--- src/rtl/cpu_pkg.sv ---
`default_nettype none
// +----------------------------------------------------------------------+
// | cpu_pkg : opcodes, control-step states and bit maps for control_unit |
// | Rev 1.0                                                              |
// +----------------------------------------------------------------------+
package cpu_pkg;

  localparam logic [4:0] ADD  = 5'd0,  SUB  = 5'd1,  AND  = 5'd2,  OR   = 5'd3;
  localparam logic [4:0] SHR  = 5'd4,  SHL  = 5'd5,  ROR  = 5'd6,  ROL  = 5'd7;
  localparam logic [4:0] ADDI = 5'd8,  ANDI = 5'd9,  ORI  = 5'd10, LD   = 5'd11;
  localparam logic [4:0] LDI  = 5'd12, ST   = 5'd13, MUL  = 5'd14, DIV  = 5'd15;
  localparam logic [4:0] NEG  = 5'd16, NOT  = 5'd17, JR   = 5'd20, MFHI = 5'd22;
  localparam logic [4:0] MFLO = 5'd23, IN   = 5'd24, OUT  = 5'd25, NOP  = 5'd26;
  localparam logic [4:0] HALT = 5'd27, INC  = 5'd31;

  typedef enum logic [3:0] {
    S_RESET  = 4'd0,
    S_T0     = 4'd1,
    S_T1     = 4'd2,
    S_T2     = 4'd3,
    S_T3     = 4'd4,
    S_T4     = 4'd5,
    S_T5     = 4'd6,
    S_T6     = 4'd7,
    S_T7     = 4'd8,
    S_HALTED = 4'd9
  } state_t;

  typedef enum logic [3:0] {
    CLS_RTYPE, CLS_IMM, CLS_MULDIV, CLS_LD, CLS_ST,
    CLS_UNARY, CLS_SINGLE, CLS_NOP, CLS_HALT, CLS_ILLEGAL
  } op_class_t;

  localparam int BUS_HI     = 16;
  localparam int BUS_LO     = 17;
  localparam int BUS_ZHI    = 18;
  localparam int BUS_ZLO    = 19;
  localparam int BUS_PC     = 20;
  localparam int BUS_MDR    = 21;
  localparam int BUS_INPORT = 22;
  localparam int BUS_C      = 23;

  localparam int CTRL_IRIN   = 0;
  localparam int CTRL_PCIN   = 1;
  localparam int CTRL_RYIN   = 2;
  localparam int CTRL_RZIN   = 3;
  localparam int CTRL_MARIN  = 4;
  localparam int CTRL_MDRIN  = 5;
  localparam int CTRL_HIIN   = 6;
  localparam int CTRL_LOIN   = 7;
  localparam int CTRL_OUTIN  = 8;
  localparam int CTRL_INPIN  = 9;

  function automatic op_class_t op_class(input logic [4:0] op);
    case (op)
      ADD, SUB, AND, OR, SHR, SHL, ROR, ROL: return CLS_RTYPE;
      ADDI, ANDI, ORI, LDI:                  return CLS_IMM;
      MUL, DIV:                              return CLS_MULDIV;
      LD:                                    return CLS_LD;
      ST:                                    return CLS_ST;
      NEG, NOT:                              return CLS_UNARY;
      JR, MFHI, MFLO, IN, OUT:               return CLS_SINGLE;
      NOP:                                   return CLS_NOP;
      HALT:                                  return CLS_HALT;
      default:                               return CLS_ILLEGAL;
    endcase
  endfunction

endpackage
`default_nettype wire

--- src/rtl/control_unit_if.sv ---
`default_nettype none
// +----------------------------------------------------------------------+
// | control_unit_if : IR/memory inputs and datapath control outputs      |
// | Rev 1.0                                                              |
// +----------------------------------------------------------------------+
interface control_unit_if #(
  parameter int DATA_WIDTH   = 32,
  parameter int OPCODE_WIDTH = 5
);
  logic [DATA_WIDTH-1:0]   ir;
  logic                    mem_ready;
  logic [15:0]             reg_in;
  logic [9:0]              ctrl_in;
  logic [23:0]             bus_sel;
  logic                    mem_read;
  logic                    mem_write;
  logic [OPCODE_WIDTH-1:0] alu_op;
  logic                    run;
  logic                    illegal;

  modport master (
    input  ir, mem_ready,
    output reg_in, ctrl_in, bus_sel, mem_read, mem_write, alu_op, run, illegal
  );

  modport slave (
    output ir, mem_ready,
    input  reg_in, ctrl_in, bus_sel, mem_read, mem_write, alu_op, run, illegal
  );
endinterface
`default_nettype wire

--- src/rtl/control_unit_reg_select.sv ---
`default_nettype none
// +----------------------------------------------------------------------+
// | reg_select : 4-to-16 one-hot decoder with enable                     |
// | Rev 1.0                                                              |
// +----------------------------------------------------------------------+
module reg_select (
  input  wire logic [3:0]  sel_i,
  input  wire logic        en_i,
  output logic      [15:0] onehot_o
);
  for (genvar i = 0; i < 16; i++) begin : g_dec
    assign onehot_o[i] = en_i && (sel_i == 4'(i));
  end
endmodule
`default_nettype wire

--- src/rtl/control_unit.sv ---
`default_nettype none
// +----------------------------------------------------------------------+
// | control_unit : Moore FSM sequencing fetch/execute control steps.     |
// | Define CU_MEM_WAIT_EN to stall memory steps until mem_ready.         |
// | Rev 1.0                                                              |
// +----------------------------------------------------------------------+
module control_unit
  import cpu_pkg::*;
#(
  parameter int DATA_WIDTH   = 32,
  parameter int OPCODE_WIDTH = 5
) (
  input wire logic         clock,
  input wire logic         clear,
  control_unit_if.master   cu
);

  state_t    state_q, state_d;
  op_class_t w_cls;
  logic [OPCODE_WIDTH-1:0] w_op;
  logic [3:0]  w_ra, w_rb, w_rc, w_gpr_idx;
  logic        w_mem_ok, w_ra_in, w_gpr_out;
  logic [23:0] w_bus;
  logic [15:0] w_gpr_onehot;
  logic        unused_bits;

  assign w_op  = cu.ir[DATA_WIDTH-1 -: OPCODE_WIDTH];
  assign w_ra  = cu.ir[DATA_WIDTH-OPCODE_WIDTH-1 -: 4];
  assign w_rb  = cu.ir[DATA_WIDTH-OPCODE_WIDTH-5 -: 4];
  assign w_rc  = cu.ir[DATA_WIDTH-OPCODE_WIDTH-9 -: 4];
  assign w_cls = op_class(w_op);

`ifdef CU_MEM_WAIT_EN
  assign w_mem_ok    = cu.mem_ready;
  assign unused_bits = ^cu.ir[DATA_WIDTH-OPCODE_WIDTH-13:0];
`else
  assign w_mem_ok    = 1'b1;
  assign unused_bits = ^{cu.mem_ready, cu.ir[DATA_WIDTH-OPCODE_WIDTH-13:0]};
`endif

  always_ff @(posedge clock or negedge clear) begin
    if (!clear) state_q <= S_RESET;
    else        state_q <= state_d;
  end

  always_comb begin
    state_d = state_q;
    case (state_q)
      S_RESET: state_d = S_T0;
      S_T0:    state_d = S_T1;
      S_T1:    state_d = w_mem_ok ? S_T2 : S_T1;
      S_T2:    state_d = S_T3;
      S_T3: begin
        case (w_cls)
          CLS_RTYPE, CLS_IMM, CLS_MULDIV,
          CLS_LD, CLS_ST, CLS_UNARY:     state_d = S_T4;
          CLS_HALT:                      state_d = S_HALTED;
          default:                       state_d = S_T0;
        endcase
      end
      S_T4: state_d = (w_cls == CLS_UNARY) ? S_T0 : S_T5;
      S_T5: state_d = (w_cls == CLS_RTYPE || w_cls == CLS_IMM) ? S_T0 : S_T6;
      S_T6: begin
        if (w_cls == CLS_LD)      state_d = w_mem_ok ? S_T7 : S_T6;
        else if (w_cls == CLS_ST) state_d = S_T7;
        else                      state_d = S_T0;
      end
      S_T7: state_d = (w_cls == CLS_ST && !w_mem_ok) ? S_T7 : S_T0;
      S_HALTED: state_d = S_HALTED;
      default:  state_d = S_RESET;
    endcase
  end

  // Exactly one bus source per step: either a non-GPR bit in w_bus or the GPR decoder.
  always_comb begin
    w_bus        = '0;
    cu.ctrl_in   = '0;
    cu.alu_op    = '0;
    cu.mem_read  = 1'b0;
    cu.mem_write = 1'b0;
    cu.illegal   = 1'b0;
    w_ra_in      = 1'b0;
    w_gpr_out    = 1'b0;
    w_gpr_idx    = w_rb;
    case (state_q)
      S_T0: begin
        w_bus[BUS_PC] = 1'b1;
        cu.ctrl_in[CTRL_MARIN] = 1'b1;
        cu.ctrl_in[CTRL_RZIN]  = 1'b1;
        cu.alu_op = OPCODE_WIDTH'(INC);
      end
      S_T1: begin
        w_bus[BUS_ZLO] = 1'b1;
        cu.ctrl_in[CTRL_PCIN]  = 1'b1;
        cu.ctrl_in[CTRL_MDRIN] = 1'b1;
        cu.mem_read = 1'b1;
      end
      S_T2: begin
        w_bus[BUS_MDR] = 1'b1;
        cu.ctrl_in[CTRL_IRIN] = 1'b1;
      end
      S_T3: begin
        case (w_cls)
          CLS_RTYPE, CLS_IMM, CLS_MULDIV, CLS_LD, CLS_ST: begin
            w_gpr_out = 1'b1;
            cu.ctrl_in[CTRL_RYIN] = 1'b1;
          end
          CLS_UNARY: begin
            w_gpr_out = 1'b1;
            cu.alu_op = w_op;
            cu.ctrl_in[CTRL_RZIN] = 1'b1;
          end
          CLS_SINGLE: begin
            case (w_op)
              OPCODE_WIDTH'(MFHI): begin w_bus[BUS_HI] = 1'b1;     w_ra_in = 1'b1; end
              OPCODE_WIDTH'(MFLO): begin w_bus[BUS_LO] = 1'b1;     w_ra_in = 1'b1; end
              OPCODE_WIDTH'(IN):   begin w_bus[BUS_INPORT] = 1'b1; w_ra_in = 1'b1; end
              OPCODE_WIDTH'(OUT): begin
                w_gpr_out = 1'b1; w_gpr_idx = w_ra;
                cu.ctrl_in[CTRL_OUTIN] = 1'b1;
              end
              default: begin
                w_gpr_out = 1'b1; w_gpr_idx = w_ra;
                cu.ctrl_in[CTRL_PCIN] = 1'b1;
              end
            endcase
          end
          CLS_ILLEGAL: cu.illegal = 1'b1;
          default: ;
        endcase
      end
      S_T4: begin
        case (w_cls)
          CLS_RTYPE, CLS_MULDIV: begin
            w_gpr_out = 1'b1; w_gpr_idx = w_rc;
            cu.alu_op = w_op;
            cu.ctrl_in[CTRL_RZIN] = 1'b1;
          end
          CLS_IMM, CLS_LD, CLS_ST: begin
            w_bus[BUS_C] = 1'b1;
            cu.alu_op = (w_cls == CLS_IMM) ? w_op : OPCODE_WIDTH'(ADDI);
            cu.ctrl_in[CTRL_RZIN] = 1'b1;
          end
          CLS_UNARY: begin w_bus[BUS_ZLO] = 1'b1; w_ra_in = 1'b1; end
          default: ;
        endcase
      end
      S_T5: begin
        w_bus[BUS_ZLO] = 1'b1;
        case (w_cls)
          CLS_RTYPE, CLS_IMM: w_ra_in = 1'b1;
          CLS_MULDIV:         cu.ctrl_in[CTRL_LOIN]  = 1'b1;
          CLS_LD, CLS_ST:     cu.ctrl_in[CTRL_MARIN] = 1'b1;
          default: ;
        endcase
      end
      S_T6: begin
        case (w_cls)
          CLS_MULDIV: begin w_bus[BUS_ZHI] = 1'b1; cu.ctrl_in[CTRL_HIIN] = 1'b1; end
          CLS_LD:     begin cu.mem_read = 1'b1;   cu.ctrl_in[CTRL_MDRIN] = 1'b1; end
          CLS_ST: begin
            w_gpr_out = 1'b1; w_gpr_idx = w_ra;
            cu.ctrl_in[CTRL_MDRIN] = 1'b1;
          end
          default: ;
        endcase
      end
      S_T7: begin
        if (w_cls == CLS_LD) begin
          w_bus[BUS_MDR] = 1'b1;
          w_ra_in = 1'b1;
        end else if (w_cls == CLS_ST) begin
          cu.mem_write = 1'b1;
        end
      end
      default: ;
    endcase
  end

  reg_select u_ra_dec (
    .sel_i    (w_ra),
    .en_i     (w_ra_in),
    .onehot_o (cu.reg_in)
  );

  reg_select u_bus_dec (
    .sel_i    (w_gpr_idx),
    .en_i     (w_gpr_out),
    .onehot_o (w_gpr_onehot)
  );

  assign cu.bus_sel = w_bus | {8'd0, w_gpr_onehot};
  assign cu.run     = (state_q != S_RESET) && (state_q != S_HALTED);

endmodule
`default_nettype wire

--- src/flat_wrapper.sv ---
// flat-port wrapper written by rule: the top's interface ports become plain ports
module control_unit_flat import cpu_pkg::*;
#(
  parameter int DATA_WIDTH   = 32,
  parameter int OPCODE_WIDTH = 5
)
  (clock, clear, cu_ir, cu_mem_ready, cu_reg_in, cu_ctrl_in, cu_bus_sel, cu_mem_read, cu_mem_write, cu_alu_op, cu_run, cu_illegal);
  control_unit_if #(.DATA_WIDTH(DATA_WIDTH), .OPCODE_WIDTH(OPCODE_WIDTH)) cu_i ();
  input wire logic clock;
  input wire logic clear;
  input wire logic [$bits(cu_i.ir)-1:0] cu_ir;
  input wire logic [$bits(cu_i.mem_ready)-1:0] cu_mem_ready;
  output wire logic [$bits(cu_i.reg_in)-1:0] cu_reg_in;
  output wire logic [$bits(cu_i.ctrl_in)-1:0] cu_ctrl_in;
  output wire logic [$bits(cu_i.bus_sel)-1:0] cu_bus_sel;
  output wire logic [$bits(cu_i.mem_read)-1:0] cu_mem_read;
  output wire logic [$bits(cu_i.mem_write)-1:0] cu_mem_write;
  output wire logic [$bits(cu_i.alu_op)-1:0] cu_alu_op;
  output wire logic [$bits(cu_i.run)-1:0] cu_run;
  output wire logic [$bits(cu_i.illegal)-1:0] cu_illegal;
  assign cu_i.ir = cu_ir;
  assign cu_i.mem_ready = cu_mem_ready;
  assign cu_reg_in = cu_i.reg_in;
  assign cu_ctrl_in = cu_i.ctrl_in;
  assign cu_bus_sel = cu_i.bus_sel;
  assign cu_mem_read = cu_i.mem_read;
  assign cu_mem_write = cu_i.mem_write;
  assign cu_alu_op = cu_i.alu_op;
  assign cu_run = cu_i.run;
  assign cu_illegal = cu_i.illegal;
  control_unit #(.DATA_WIDTH(DATA_WIDTH), .OPCODE_WIDTH(OPCODE_WIDTH)) u_core (.clock(clock), .clear(clear), .cu(cu_i));
endmodule
--- config.mk ---
export PLATFORM = sky130hd
export DESIGN_NAME = control_unit_flat
export DESIGN_NICKNAME = d
export VERILOG_FILES = /design/src/rtl/cpu_pkg.sv /design/src/rtl/control_unit_if.sv /design/src/rtl/control_unit_reg_select.sv /design/src/rtl/control_unit.sv /design/src/flat_wrapper.sv
export SDC_FILE = /design/constraint.sdc
export NUM_CORES = 1
export LEC_CHECK = 0
export CORE_ASPECT_RATIO = 0.75
export CORE_MARGIN = 1.5
export CORE_UTILIZATION = 34
export DETAILED_ROUTE_END_ITERATION = 7
export PLACE_DENSITY = 0.91
export SLEW_MARGIN = 10
export SYNTH_ARGS = -nofsm -noshare
export SYNTH_HDL_FRONTEND = slang
export SYNTH_SLANG_ARGS = --single-unit
--- constraint.sdc ---
create_clock -name clock -period 3.41 [get_ports clock]
set_clock_uncertainty 0.1 [all_clocks]
set_input_delay 0.5115 -clock clock [delete_from_list [all_inputs] [get_ports clock]]
set_output_delay 0.5115 -clock clock [all_outputs]
set_load 0.005 [all_outputs]
After elaboration in Yosys (flattened, before gate mapping)
Memory sizes are Yosys's and may differ from the RTL's.
Index checks and enable logic that the tools add are counted.
{ "op_classes": {"eq_ne": 52, "mux": 59, "bitwise_logic": 1, "n_reduce_logical": 49} }
{ "ops": {"columns": ["op", "n"], "rows": [
  ["$eq 4x4->1 const B", 20],
  ["$eq 4x3->1 const B", 15],
  ["$pmux 4 s9", 1],
  ["$logic_and 1x1->1", 33],
  ["$eq 4x2->1 const B", 8],
  ["$mux 1", 32],
  ["$mux 4", 6],
  ["$or 24x16->24", 1],
  ["$eq 5x5->1 const B", 4],
  ["$eq 4x1->1 const B", 4],
  ["$logic_not 4->1", 4],
  ["$pmux 5 s3", 1],
  ["$pmux 1 s2", 7],
  ["$pmux 4 s3", 1],
  ["$mux 5", 2],
  ["$pmux 5 s2", 1],
  ["$reduce_or 2->1", 5],
  ["$pmux 4 s2", 1],
  ["$mux 3", 2],
  ["$pmux 1 s3", 2],
  ["$reduce_or 3->1", 2],
  ["$reduce_or 6->1", 1],
  ["$reduce_or 5->1", 1],
  ["$mux 2", 2],
  ["other kinds (5)", 5]
]} }
{ "word_totals": {"regBits": 4, "romBits": 128, "out_inout_bits": 59, "wordCells": 163, "n_memories": 1} }
{ "mem_list": {"columns": ["memory", "words", "word_bits", "read_ports", "rd_clocked_by_memory_dff", "write_ports", "line", "source"], "rows": [
  ["(name not given)", 32, 4, 1, 0, 0, "cpu_pkg.sv:55", "case (op)"]
]} }

Logic depth before layout (Yosys ltp)
{ "depth": {"ltp_word": 8, "mapped_depth": 8, "mapped_depth_nobuf": 6} }

By module
A second synthesis with hierarchy kept.
{ "unflattened": {"hier_cells": 186, "area_unflattened_um2": 1124.8} }
{ "modules_own_cells": {"columns": ["module", "instances", "cells_each", "area_per_inst_um2", "seq_area_each_um2"], "rows": [
  ["control_unit", 1, 140, 889.6, 100.1],
  ["reg_select", 2, 23, 117.6, 0.0]
]} }

Least setup slack after synthesis
Ideal clock, no wire load.
{ "synth_timing": {"kind": "in2out", "startpoint": "input cu_ir[27]", "endpoint": "output cu_bus_sel[0]", "arrival_time_ps": 2384, "slack_ps": 415, "cell_stages": 7, "n_path_buf": 1, "cell_sequence": "clkbuf_1 -> or3b_4 -> a21oi_2 -> nor2_1 -> a2111o_1 -> a221o_1 -> nor3_1"} }
{ "synth_via": {"elab_chain_len": 8, "elab_cells_between_ends": 27, "cone_classes": "9 x eq/ne; 10 x mux; 1 x bitwise; 6 x reduce/logical; 1 x memory"} }
{ "synth_rtl": {"columns": ["item", "line", "source"], "rows": [
  ["start, declared", "flat_wrapper.sv:11", "input wire logic [$bits(cu_i.ir)-1:0] cu_ir;"],
  ["$mem_v2 32x4 / $eq 5x5->1 (equally long branches)", null, null],
  ["$eq 4x2->1 (tied with other cells)", "control_unit.sv:103, control_unit.sv:133", null],
  ["$reduce_or 2->1 / $mux 4 (equally long branches)", "control_unit.sv:133, control_unit.sv:114", null],
  ["$mux 4, on equally long branches", "control_unit.sv:133, control_unit.sv:103", null],
  ["$pmux 4 s3", "control_unit.sv:85", "case (state_q)"],
  ["$logic_not 4->1", "control_unit_reg_select.sv:12", "assign onehot_o[i] = en_i && (sel_i == 4'(i));"],
  ["$logic_and 1x1->1 (*)", "control_unit_reg_select.sv:12", null],
  ["$or 24x16->24 (*)", "control_unit.sv:192", "assign cu.bus_sel = w_bus | {8'd0, w_gpr_onehot};"],
  ["end, declared", "flat_wrapper.sv:15", "output wire logic [$bits(cu_i.bus_sel)-1:0] cu_bus_sel;"]
]} }
Every way passes the cells marked *; elsewhere a longest branch is shown, timed or not.

Worst setup path in the final report
{ "layout_timing": {"startpoint": "input cu_ir[28]", "endpoint": "output cu_reg_in[0]"} }
{ "layout_via": {"elab_chain_len": 6, "elab_cells_between_ends": 18, "cone_classes": "7 x eq/ne; 6 x mux; 4 x reduce/logical; 1 x memory"} }
{ "layout_rtl": {"columns": ["item", "line", "source"], "rows": [
  ["$mem_v2 32x4 / $eq 5x5->1 (equally long branches)", null, null],
  ["$eq 4x1->1 (tied with other cells)", "control_unit.sv:150", "case (w_cls)"],
  ["$reduce_or 2->1 / $mux 1 (equally long branches)", "control_unit.sv:150, control_unit.sv:114", null],
  ["$mux 1, on equally long branches", "control_unit.sv:150, control_unit.sv:103", null],
  ["$pmux 1 s4 (*)", "control_unit.sv:85", null],
  ["$logic_and 1x1->1 (*)", "control_unit_reg_select.sv:12", null],
  ["end, declared", "flat_wrapper.sv:13", "output wire logic [$bits(cu_i.reg_in)-1:0] cu_reg_in;"]
]} }
Marked as above.

==> summary.md <==
| Metric | Value |
|---|---|
| Outcome | finished with violations |
| Failing checks | DRC, setup timing |
| Fin area | 2698 um^2 |
| Routed len/inst | 20.72 um |
| Initial antenna violation count | 0 |
| Vias per cell | 6.359 |
| Diodes inserted | 0 |
| Tightest Pin Transition | 0.4872 ns |
| Htree depth | 1 |
| Area grow syn2layout | 116.9% |
| Die width | 72.84 um |
| Clock transition at the registers of the reported paths | 0.03 ns |
| Share of total power in the clock network | 8.3% |
| TritonRoute pass-1 iters | 8 |
| Worst reg2reg path startpoint | u_core.state_q[3] |
| Critical Path Start Type | input port |
| Final count of hold timing violations | 0 |
| Switching share of power | 48.39% |
| Quantity of hold-fixing buffers added after cts | 0 |
| CP delay by family, top | buffers and inverters |
| Core box area | 3401 um^2 |
| Share of layout cells above drive strength 1 | 38.25% |
| P_sw | 601.2 uW |
| Cells after Synth | 205 |
| Flops & latches, synth | 4 |
| Top post-synthesis cells by area | nor3_1 12%, dfrtp_1 8.0%, nor2_1 7.2% |
| First-pass GRT wire length | 10,180 um |
| CTS tree | done |
| Placed inst area | 2307 um^2 |
| Met1 wire length | 2804 um |
| WP data required | 2.80 ns |
| Largest net degree at the start of global routing | 23 |
| Synth cell count leaders | 31 x nor3_1, 24 x nor2_1, 14 x nand2_1 |
| Syn avg cell area | 6.067 um^2 |
| R2R cell count | 6 |
| Most frequent cell after synthesis | nor3_1 |
| Crit-path cells | dlygate4sd2_1 -> buf_6 -> buf_4 -> nand2_1 -> nor3_1 -> buf_4 -> a32oi_1 -> o32ai_4 -> or3b_4 -> buf_4 -> nor3_1 -> clkdlybuf4s15_1 |
| Yosys top cell area share | 12.47% |
| Post-Syn Nets | 240 |
| Beginning of the critical path | cu_ir[28] |
| Synth Cell Area | 1244 um^2 |
| DR WL met3 | 849 um |
| Clock buffer depth | 2 |
| Post-synth top area cell | nor3_1 |
| Starting density of the core | 36.57% |
| Register area share after synthesis | 8.048% |
| CP arrival | 2.92 ns |
| Dpl hpwl | 4209 um |
| Critical Path End | cu_reg_in[0] |
| Grt ovf | 0 |
| DRC viols | 1 |
| Fin crit period | 3.536 ns |
| HP Class | input port to async pin |
| Max reg flops | 4 |
| Reg2reg end | u_core.state_q[3] |
| Post-route ant nets | 0 |
| Netlist cell types | 53 |
| Fin util | 79.32% |
| WL met2 | 3642 um |
| Yosys warns | 0 |
| Top Ports | 94 |
| Routed WL | 7914 um |
| Vias | 2,429 |
| Power per Cell Area | 460.6 nW/um^2 |
| Worst-path maximum fanout | 6 |
| Async S/R FF share, synth | 100.0% |
| Most frequent CP cell | buf_4 |
| DIE AREA | 4034 um^2 |
| Peak VDD IR | 0.3290 mV |
| Reg2reg setup slack | 1.32 ns |
| Total power | 1242 uW |
| Fill cells | 208 |
| WP buf/inv | 6 |
| Die Span Y | 55.38 um |
| Reg power frac | 6.1% |
| Vias in the first global route | 2,119 |
| Post-synth EDFFs | 0 |
| Fmax | 282.8 MHz |
| CTS root buf | clkbuf_8 |
| Leakage | 0.001219 uW |
| Cts bufs inserted | 3 |
| Cell row count | 18 |
| Setup crit end kind | primary output |
| Int Pwr | 641.2 uW |
| Crit path depth | 12 |
| CP max stage cell | or3b_4 |
| Clock network latency to the later pin of the worst-skew pair | 0.22 ns |
| Max cap viols | 0 |
| Final period utilization | 103.7% |
| Gr usage total | 31.86% |
| Slew Viols, Final | 0 |
| Starting DRC count in detailed routing | 453 |
| Top sig layer | met4 |
| Synth Flop Type | dfrtp_1 |
| Combinational power share | 85.6% |
| Setup CP Type | input port to primary output |
| Post-route setup slack | -0.1258 ns |
| Nets | 369 |
| Most flop-heavy register | u_core.state_q |
| Max-slew headroom | 67.23% |
| Final-report setup violation count | 4 |
| CP max stage delay | 0.42 ns |
| I/O Buffers | 76 |
| Biggest regs | u_core.state_q x4 |
| Clock Sinks | 4 |
| GPL Wtd Cong | 0.9711 |
layout by cell type, fill, tap and decap left out, types with 2 or more instances in the layout:
cell type	instances
buf_4	58
clkdlybuf4s50_1	44
nor2_1	22
nor3_1	16
nand2_1	14
nor3_2	13
o21ai_0	11
clkbuf_2	9
dlymetal6s2s_1	8
buf_6	8
nand2b_1	7
a21oi_1	7
inv_1	6
buf_2	6
or3_1	5
nand3b_1	5
nor2b_1	5
clkdlybuf4s15_1	5
dlygate4sd2_1	5
a31oi_1	4
and2_1	4
dfrtp_1	4
nand3_1	3
a32oi_1	3
o22ai_1	3
nand3_2	3
clkbuf_8	3
or3b_4	2
nor2_2	2
a22o_1	2
a211oi_1	2
nor4_1	2
a211oi_2	2
a221o_2	2
a221oi_2	2
nor3_4	2
final cells by class:
class	instances	area [um^2]	area share [%]
flip-flops and latches	4	100.1	3.711
well taps	50	62.56	2.319
inverters	8	30.03	1.113
clock buffers	3	41.29	1.531
repair buffers	143	1235	45.78
multi-input cells	174	1229	45.55
worst min path at each step:
stage,slack [ns],cells past startpoint,endpoint
floorplan,0.12,0,u_core.state_q[0]
global placement,0.54,2,u_core.state_q[1]
detailed placement,0.55,2,u_core.state_q[1]
CTS,0.40,1,u_core.state_q[0]
global route,0.41,1,u_core.state_q[3]
finish,0.40,1,u_core.state_q[0]
repair_timing:
item | in CTS | in global routing
pin swaps | 12 | 17
resized for setup | 61 | 57
gates cloned | 0 | 1
setup buffers | 15 | 8
endpoints found under the setup margin | 32 | 30
cells by family (layout without fill, tap and decap cells):
kind of cell,Yosys count,in the layout,share of synthesized area (%)
buffers and inverters,27,154,9.053
DFF,4,4,8.049
and+or+nand+nor,116,116,49.00
AOI/OAI and AO/OA,55,55,31.99
other,1,1,0.3015
muxes,1,1,0.9054
xor gates and xnor gates,1,1,0.7044
per-stage QoR:
| stage | hold slack (ns) | setup WS (ns) | instances | TNS, ns |
|---|---|---|---|---|
| 3_3_place_gp | 0.5440 | -0.4208 | 355 | -9.629 |
| 3_5_place_dp | 0.5497 | -0.4920 | 355 | -10.89 |
| 4_1_cts | 0.3982 | 0.002564 | 373 | 0 |
| 5_1_grt | 0.4076 | -0.1177 | 382 | -1.026 |
| 2_1_floorplan | 0.1159 | 0.4147 | 205 | 0 |
| 6_report | 0.3965 | -0.1258 | 382 | -0.1851 |
power by group through the flow:
stage | Clock (uW) | Sequential (uW) | Combinational, uW
after global routing | 108 | 76.2 | 1110
after CTS | 101 | 74.7 | 929
final | 103 | 75.7 | 1060
after global placement | 0 | 73.4 | 810
after floorplan | 0 | 74.9 | 429
after detailed placement | 0 | 75.1 | 835
metal layers:
| metal | GRT usage [%] | vias to the layer above |
|---|---|---|
| li1 | - | 1013 |
| met5 | 0 | - |
| met3 | 5.839 | 94 |
| met2 | 52.69 | 239 |
| met1 | 39.52 | 1083 |
| met4 | 14.82 | 0 |
Note: power is estimated with default switching activity, not from simulation.
